$ cat src/rtl/ov7670_emulator_pkg.sv
// Shared camera package: default video timing, FSM state encoding, chroma
// constant and the test-pattern luma helper used by the OV7670 emulator.
package ov7670_emulator_pkg;

  localparam int unsigned DEF_H_PIX       = 320;
  localparam int unsigned DEF_V_PIX       = 240;
  localparam int unsigned DEF_H_BLANK     = 144;
  localparam int unsigned DEF_VSYNC_LINES = 3;
  localparam int unsigned DEF_V_BACK      = 17;
  localparam int unsigned DEF_V_FRONT     = 10;

  localparam int unsigned ADDR_W = 19;
  localparam logic [7:0]  CHROMA = 8'h80;

  typedef enum logic [2:0] {
    ST_IDLE,
    ST_VSYNC,
    ST_VBACK,
    ST_ACTIVE,
    ST_VFRONT
  } cam_state_t;

  // Test-pattern luma: diagonal ramp, wraps modulo 256.
  function automatic logic [7:0] pattern_y(input logic [7:0] x, input logic [7:0] y);
    return x + y;
  endfunction

endpackage

$ cat src/rtl/ov7670_emulator_if.sv
// Camera-side bus of the emulator: emulated sensor outputs (pclk, vsync,
// href, data) plus the pixel-memory read port (pix_addr, pix_rd, pix_data).
//   master : the emulator (drives sensor signals and read requests)
//   slave  : the consumer / pixel memory (supplies pix_data)
interface ov7670_emulator_if;
  import ov7670_emulator_pkg::*;

  logic              pclk;
  logic              vsync;
  logic              href;
  logic [7:0]        data;
  logic [ADDR_W-1:0] pix_addr;
  logic              pix_rd;
  logic [7:0]        pix_data;

  modport master (
    output pclk, vsync, href, data, pix_addr, pix_rd,
    input  pix_data
  );

  modport slave (
    input  pclk, vsync, href, data, pix_addr, pix_rd,
    output pix_data
  );

endinterface

$ cat src/rtl/ov7670_timing_gen.sv
// Frame/line timing for the emulator: state machine, byte and line counters,
// href and vsync. Everything advances only on tick (the pclk falling update).
// Ports: clk_50, reset (sync, active-high), tick, enable in; registered state,
// href, vsync out; nxt_* expose the values that load on the coming tick so the
// data path can register its byte in the same update cycle.
module ov7670_timing_gen
  import ov7670_emulator_pkg::*;
#(
  parameter  int unsigned H_PIX       = DEF_H_PIX,
  parameter  int unsigned V_PIX       = DEF_V_PIX,
  parameter  int unsigned H_BLANK     = DEF_H_BLANK,
  parameter  int unsigned VSYNC_LINES = DEF_VSYNC_LINES,
  parameter  int unsigned V_BACK      = DEF_V_BACK,
  parameter  int unsigned V_FRONT     = DEF_V_FRONT,
  localparam int unsigned LINE_LEN    = 2 * H_PIX + H_BLANK,
  localparam int unsigned FRAME_LINES = VSYNC_LINES + V_BACK + V_PIX + V_FRONT,
  localparam int unsigned BW          = $clog2(LINE_LEN),
  localparam int unsigned LW          = $clog2(FRAME_LINES)
) (
  input  logic          clk_50,
  input  logic          reset,
  input  logic          tick,
  input  logic          enable,
  output cam_state_t    state,
  output logic          href,
  output logic          vsync,
  output cam_state_t    nxt_state,
  output logic [BW-1:0] nxt_byte,
  output logic [LW-1:0] nxt_line,
  output logic          nxt_href
);

  logic [BW-1:0] byte_cnt;
  logic [LW-1:0] line_cnt;
  logic [LW-1:0] last_line;

  always_comb begin
    last_line = '0;
    nxt_state = state;
    nxt_byte  = '0;
    nxt_line  = '0;
    case (state)
      ST_VSYNC:  last_line = LW'(VSYNC_LINES - 1);
      ST_VBACK:  last_line = LW'(V_BACK - 1);
      ST_ACTIVE: last_line = LW'(V_PIX - 1);
      ST_VFRONT: last_line = LW'(V_FRONT - 1);
      default:   last_line = '0;
    endcase
    if (state == ST_IDLE) begin
      if (enable) nxt_state = ST_VSYNC;
    end else if (byte_cnt != BW'(LINE_LEN - 1)) begin
      nxt_byte = byte_cnt + BW'(1);
      nxt_line = line_cnt;
    end else if (line_cnt != last_line) begin
      nxt_line = line_cnt + LW'(1);
    end else begin
      case (state)
        ST_VSYNC:  nxt_state = ST_VBACK;
        ST_VBACK:  nxt_state = ST_ACTIVE;
        ST_ACTIVE: nxt_state = ST_VFRONT;
        ST_VFRONT: nxt_state = enable ? ST_VSYNC : ST_IDLE;
        default:   nxt_state = ST_IDLE;
      endcase
    end
    nxt_href = (nxt_state == ST_ACTIVE) && (nxt_byte < BW'(2 * H_PIX));
  end

  always_ff @(posedge clk_50) begin
    if (reset) begin
      state    <= ST_IDLE;
      byte_cnt <= '0;
      line_cnt <= '0;
      href     <= 1'b0;
      vsync    <= 1'b0;
    end else if (tick) begin
      state    <= nxt_state;
      byte_cnt <= nxt_byte;
      line_cnt <= nxt_line;
      href     <= nxt_href;
      vsync    <= (nxt_state == ST_VSYNC);
    end
  end

endmodule

$ cat src/rtl/ov7670_emulator.sv
// OV7670 camera emulator: produces pclk (clk_50/2), vsync, href and a
// YCbCr 4:2:2 byte stream (Cb Y0 Cr Y1) from either an internal diagonal test
// pattern or an external pixel memory.
// Ports: clk_50, reset (sync, active-high), enable (frame start permit),
// pattern_en (1 = test pattern, latched per frame), cam (master side of the
// sensor/memory bus), frame_start (1-cycle pulse on VSYNC entry), busy.
module ov7670_emulator
  import ov7670_emulator_pkg::*;
#(
  parameter  int unsigned H_PIX       = DEF_H_PIX,
  parameter  int unsigned V_PIX       = DEF_V_PIX,
  parameter  int unsigned H_BLANK     = DEF_H_BLANK,
  parameter  int unsigned VSYNC_LINES = DEF_VSYNC_LINES,
  parameter  int unsigned V_BACK      = DEF_V_BACK,
  parameter  int unsigned V_FRONT     = DEF_V_FRONT,
  localparam int unsigned LINE_LEN    = 2 * H_PIX + H_BLANK,
  localparam int unsigned FRAME_LINES = VSYNC_LINES + V_BACK + V_PIX + V_FRONT,
  localparam int unsigned BW          = $clog2(LINE_LEN),
  localparam int unsigned LW          = $clog2(FRAME_LINES)
) (
  input  logic                clk_50,
  input  logic                reset,
  input  logic                enable,
  input  logic                pattern_en,
  ov7670_emulator_if.master   cam,
  output logic                frame_start,
  output logic                busy
);

  logic              pclk_q;
  logic              tick;
  cam_state_t        state;
  cam_state_t        nxt_state;
  logic              href;
  logic              vsync;
  logic              nxt_href;
  logic [BW-1:0]     nxt_byte;
  logic [LW-1:0]     nxt_line;
  logic              pattern_q;
  logic [7:0]        data_q;
  logic              pix_rd_q;
  logic [ADDR_W-1:0] pix_addr_q;
  logic [ADDR_W-1:0] addr_cnt;

  // Update cycle: pclk is high now and is driven low at this edge, so all
  // sensor outputs change there and are stable at the next pclk rise.
  assign tick = pclk_q;

  ov7670_timing_gen #(
    .H_PIX       (H_PIX),
    .V_PIX       (V_PIX),
    .H_BLANK     (H_BLANK),
    .VSYNC_LINES (VSYNC_LINES),
    .V_BACK      (V_BACK),
    .V_FRONT     (V_FRONT)
  ) u_timing (
    .clk_50    (clk_50),
    .reset     (reset),
    .tick      (tick),
    .enable    (enable),
    .state     (state),
    .href      (href),
    .vsync     (vsync),
    .nxt_state (nxt_state),
    .nxt_byte  (nxt_byte),
    .nxt_line  (nxt_line),
    .nxt_href  (nxt_href)
  );

  always_ff @(posedge clk_50) begin
    if (reset) pclk_q <= 1'b0;
    else       pclk_q <= ~pclk_q;
  end

  // Memory fetch: the read strobe is issued with the chroma byte, so it is
  // high in the pclk-rise cycle; the memory answers in the following update
  // cycle, where the value is registered straight onto the bus as the Y byte.
  always_ff @(posedge clk_50) begin
    if (reset) begin
      data_q      <= '0;
      pix_rd_q    <= 1'b0;
      pix_addr_q  <= '0;
      addr_cnt    <= '0;
      frame_start <= 1'b0;
      pattern_q   <= 1'b0;
    end else begin
      pix_rd_q    <= 1'b0;
      frame_start <= 1'b0;
      if (tick) begin
        if (nxt_state == ST_VSYNC && state != ST_VSYNC) begin
          frame_start <= 1'b1;
          pattern_q   <= pattern_en;
          addr_cnt    <= '0;
        end
        if (!nxt_href) begin
          data_q <= '0;
        end else if (!nxt_byte[0]) begin
          data_q <= CHROMA;
          if (!pattern_q) begin
            pix_rd_q   <= 1'b1;
            pix_addr_q <= addr_cnt;
            addr_cnt   <= addr_cnt + ADDR_W'(1);
          end
        end else if (pattern_q) begin
          data_q <= pattern_y(8'(nxt_byte >> 1), 8'(nxt_line));
        end else begin
          data_q <= cam.pix_data;
        end
      end
    end
  end

  assign cam.pclk     = pclk_q;
  assign cam.vsync    = vsync;
  assign cam.href     = href;
  assign cam.data     = data_q;
  assign cam.pix_rd   = pix_rd_q;
  assign cam.pix_addr = pix_addr_q;
  assign busy         = (state != ST_IDLE);

endmodule

$ cat src/flat_wrapper.sv
// flat-port wrapper written by rule: the top's interface ports become plain ports
module ov7670_emulator_flat import ov7670_emulator_pkg::*;
#(
  parameter  int unsigned H_PIX       = DEF_H_PIX,
  parameter  int unsigned V_PIX       = DEF_V_PIX,
  parameter  int unsigned H_BLANK     = DEF_H_BLANK,
  parameter  int unsigned VSYNC_LINES = DEF_VSYNC_LINES,
  parameter  int unsigned V_BACK      = DEF_V_BACK,
  parameter  int unsigned V_FRONT     = DEF_V_FRONT,
  localparam int unsigned LINE_LEN    = 2 * H_PIX + H_BLANK,
  localparam int unsigned FRAME_LINES = VSYNC_LINES + V_BACK + V_PIX + V_FRONT,
  localparam int unsigned BW          = $clog2(LINE_LEN),
  localparam int unsigned LW          = $clog2(FRAME_LINES)
)
  (clk_50, reset, enable, pattern_en, frame_start, busy, cam_pclk, cam_vsync, cam_href, cam_data, cam_pix_addr, cam_pix_rd, cam_pix_data);
  ov7670_emulator_if cam_i ();
  input  logic clk_50;
  input  logic reset;
  input  logic enable;
  input  logic pattern_en;
  output logic frame_start;
  output logic busy;
  output wire logic [$bits(cam_i.pclk)-1:0] cam_pclk;
  output wire logic [$bits(cam_i.vsync)-1:0] cam_vsync;
  output wire logic [$bits(cam_i.href)-1:0] cam_href;
  output wire logic [$bits(cam_i.data)-1:0] cam_data;
  output wire logic [$bits(cam_i.pix_addr)-1:0] cam_pix_addr;
  output wire logic [$bits(cam_i.pix_rd)-1:0] cam_pix_rd;
  input wire logic [$bits(cam_i.pix_data)-1:0] cam_pix_data;
  assign cam_pclk = cam_i.pclk;
  assign cam_vsync = cam_i.vsync;
  assign cam_href = cam_i.href;
  assign cam_data = cam_i.data;
  assign cam_pix_addr = cam_i.pix_addr;
  assign cam_pix_rd = cam_i.pix_rd;
  assign cam_i.pix_data = cam_pix_data;
  ov7670_emulator #(.H_PIX(H_PIX), .V_PIX(V_PIX), .H_BLANK(H_BLANK), .VSYNC_LINES(VSYNC_LINES), .V_BACK(V_BACK), .V_FRONT(V_FRONT)) u_core (.clk_50(clk_50), .reset(reset), .enable(enable), .pattern_en(pattern_en), .cam(cam_i), .frame_start(frame_start), .busy(busy));
endmodule
$ cat config.mk
export PLATFORM = sky130hd
export DESIGN_NAME = ov7670_emulator_flat
export DESIGN_NICKNAME = d
export VERILOG_FILES = /design/src/rtl/ov7670_emulator_pkg.sv /design/src/rtl/ov7670_emulator_if.sv /design/src/rtl/ov7670_timing_gen.sv /design/src/rtl/ov7670_emulator.sv /design/src/flat_wrapper.sv
export SDC_FILE = /design/constraint.sdc
export NUM_CORES = 1
export LEC_CHECK = 0
export CORE_MARGIN = 2
export CORE_UTILIZATION = 55
export DETAILED_ROUTE_END_ITERATION = 8
export PLACE_DENSITY = 0.74
export SLEW_MARGIN = 20
export SYNTH_ARGS = -nofsm -noshare
export SYNTH_HDL_FRONTEND = slang
export SYNTH_SLANG_ARGS = --single-unit
$ cat constraint.sdc
create_clock -name clk_50 -period 4.7 [get_ports clk_50]
set_clock_uncertainty 0.2 [all_clocks]
set_input_delay 0.94 -clock clk_50 [delete_from_list [all_inputs] [get_ports clk_50]]
set_output_delay 0.94 -clock clk_50 [all_outputs]
set_load 0.02 [all_outputs]
==> flow_summary.yaml <==
grt:
  antenna_found_initial: 0
  grt_pass1_vias: 3646
  grt_pass1_wl_um: 17880
  grt_overflow: 0
  grt_usage_pct: 26.02
  grt_max_degree: 65
critical_path:
  required_ns: 4.73
  critical_path.max_stage_delay_ns: 0.58
  timing.rr.start: "u_core.u_timing.state[0]"
  crit_chain: "nor2_1 > and4_1 > nor3_2 > or4_1 > nand2_1 > nor2_1 > ha_1 > inv_1 > fa_1 > nor2b_1 > o21ai_0 > a21boi_0 > o21ai_0 > and4_1 > a211oi_1 > o21ai_0"
  crit_type: "reg -> reg"
  cp.buffers_inverters: 1
  endpoint: "u_core.cam.data[6]"
  start_kind: "flip-flop"
  crit_path_start: "u_core.u_timing.state[0]"
  cp_common_cell: "o21ai_0"
  worstPathArrival_ns: 4.01
  crit_slowest_cell: "dfxtp_1"
  endpoint_kind: "flip-flop"
  reg2reg_depth: 16
  critPathTopFamily: "simple AND/OR/NAND/NOR gates"
  rr_endpoint: "u_core.cam.data[6]"
  reg2reg_slack_ns: 0.73
  path_depth: 16
  crit_fanout: 13
floorplanning:
  core_mm2: 0.007607
  die_h_um: 92.03
  die_area_mm2: 0.008469
  start_util_pct: 56.02
  num_rows: 32
  boundaryPins: 45
  die_x_um: 92.03
clock_network:
  cts_made_buffers: 9
  ctsHoldBuffers: 0
  cts.path.max_buffers: 2
  cts_resized: 0
  htree_num_levels: 3
  cts_tree: "yes"
  clock_latency_ns: 0.35
  cts_sinks: 74
  post_cts_buffers: 0
  cts.clk_slew.worst_paths_ns: 0.09
  cts_root_buf: "clkbuf_8"
routing:
  route.vias.total: 3976
  drc_errors: 0
  drtPass1Iterations: 6
  wl_per_cell_um: 16.35
  drt_iter0_markers: 261
  drtAntennaViolNets: 0
  vias_per_cell: 6.136
  wl_um: 10600
synth:
  synth-seq-cells: 74
  ys_types: 63
  async_flop_share_pct: 0
  synthFlopType: "dfxtp_1"
  synth_edf_count: 0
  ys_seq_area_share_pct: 34.76
  synth_area_mm2: 0.004262
  synth_cells: 513
  synth.net_count: 536
  post_synth.cell_area_avg_um2: 8.307
  yosysWarningCount: 0
flow_run:
  maxCapViolCount: 0
sta:
  hold_violations: 0
  layout_setup_ws_ns: 0.7257
  setup_viol: 0
  worst_slew_pin_slew_ns: 0.9587
  max_freq_mhz: 251.6
  slew_headroom_pct: 36.09
  drv_slew: 0
  layout_min_cycle_time_ns: 3.974
  rsz0062_at_grt: "false"
  fin_crit_sh_pct: 84.56
  setup_tns_ns: 0
final_layout:
  diodes: 0
  drive_above_1_share_pct: 6.960
  final_common_cell: "dfxtp_1"
  mostFrequentLayoutCells: "74 x dfxtp_1, 50 x nor2_1, 43 x clkdlybuf4s50_1"
  nets: 564
  area_growth_pct: 15.59
  final_area_mm2: 0.004926
placement:
  postPlaceCellArea_mm2: 0.004733
  gp_congestion: 0.9037
  place_ws_ns: 0.7651
  placement.io_buffers: 44
  dp_hpwl_um: 7067
pwr:
  p_per_area_mw_per_mm2: 245.9
  p_leak_nw: 1.781
  ir_drop_v: 0.0001471
hold_path:
  hp-class: "reg -> reg"
status:
  outcome: "completed"
flip-flops by register name (all words and copies together), names as in the netlist, 3 cells and up:
signal	cells
u_core.u_timing.state	3
u_core.u_timing.line_cnt	9
u_core.cam.data	8
u_core.u_timing.byte_cnt	10
u_core.addr_cnt	19
u_core.cam.pix_addr	19
final cells by class:
cell class,instances,area (um2)
clock buffer,10,127.6
multi-input combinational,393,2591
clock inverter,6,65.06
inverter,12,45.04
fill,693,2681
sequential,74,1481
timing repair buffer,51,488.0
tap,102,127.6
cell usage after synthesis, drive strengths merged, types with 3 or more instances:
| master | number | area (um2) |
|---|---|---|
| dfxtp | 74 | 1481 |
| nor2 | 50 | 187.7 |
| nand2 | 37 | 138.9 |
| o21ai | 37 | 185.2 |
| clkbuf | 23 | 86.33 |
| nand2b | 22 | 137.6 |
| nand4b | 21 | 183.9 |
| a21oi | 18 | 105.1 |
| nor3 | 18 | 95.09 |
| nand3 | 16 | 80.08 |
| and3 | 15 | 93.84 |
| a221o | 12 | 120.1 |
| inv | 12 | 45.04 |
| a22o | 11 | 96.34 |
| buf | 11 | 62.56 |
| ha | 10 | 125.1 |
| mux2i | 10 | 100.1 |
| xnor2 | 9 | 78.83 |
| and2 | 8 | 50.05 |
| nand4 | 8 | 50.05 |
| nor2b | 8 | 50.05 |
| xor2 | 8 | 70.07 |
| a211oi | 6 | 45.04 |
| nor4 | 6 | 50.04 |
| or3 | 6 | 37.54 |
| a21o | 5 | 37.54 |
| and3b | 5 | 47.54 |
| and4 | 5 | 43.79 |
| nand3b | 5 | 37.54 |
| or4 | 5 | 37.54 |
| a211o | 4 | 35.03 |
| a2111oi | 3 | 32.53 |
kinds of logic after synthesis:
logic type | count (synthesis) | share of synthesized area (%)
AO/OA/AOI/OAI | 117 | 19.91
buffers and inverters | 46 | 4.551
adder cells (fa/ha/maj) | 11 | 3.406
multiplexers | 10 | 2.349
flip-flops | 74 | 34.76
AND/OR/NAND/NOR | 238 | 31.53
XOR/XNOR | 17 | 3.494
power by group:
part	internal, W	leakage, nW	total, W	switching [W]
Sequential	0.000629	0.597	0.000633	0.00000434
Combinational	0.0000311	1.09	0.0000814	0.0000502
Clock	0.000246	0.0966	0.000496	0.000250
how the worst min path moves through the flow:
stage / start / endpoint / slack [ns] / cells after the start
after floorplan: u_core.u_timing.line_cnt[8] / u_core.u_timing.line_cnt[8] / 0.25 / 2
after global placement: u_core.u_timing.href / u_core.u_timing.href / 0.24 / 1
after detailed placement: u_core.u_timing.href / u_core.u_timing.href / 0.24 / 1
after CTS: u_core.u_timing.href / u_core.u_timing.href / 0.27 / 1
after global routing: u_core.u_timing.href / u_core.u_timing.href / 0.29 / 1
final: u_core.u_timing.href / u_core.u_timing.href / 0.26 / 1
metal layers:
metal / part of all wire, % / GRT usage [%]
met3: 6.4 / 4.355
met5: 0 / 0
met2: 44 / 39.77
met1: 48 / 37.16
met4: 1.9 / 9.204
per-stage QoR:
stage	util, %	hold slack (ns)	power [W]	cells
after global routing	64.75	0.2914	0.001256	648
after floorplan	-	0.2523	0.0007004	513
after CTS	64.75	0.2651	0.001216	648
after global placement	62.22	0.2390	0.0007287	632
final	64.75	0.2618	0.001211	648
after detailed placement	62.22	0.2435	0.0007286	632
Note: power is estimated with default switching activity, not from simulation.
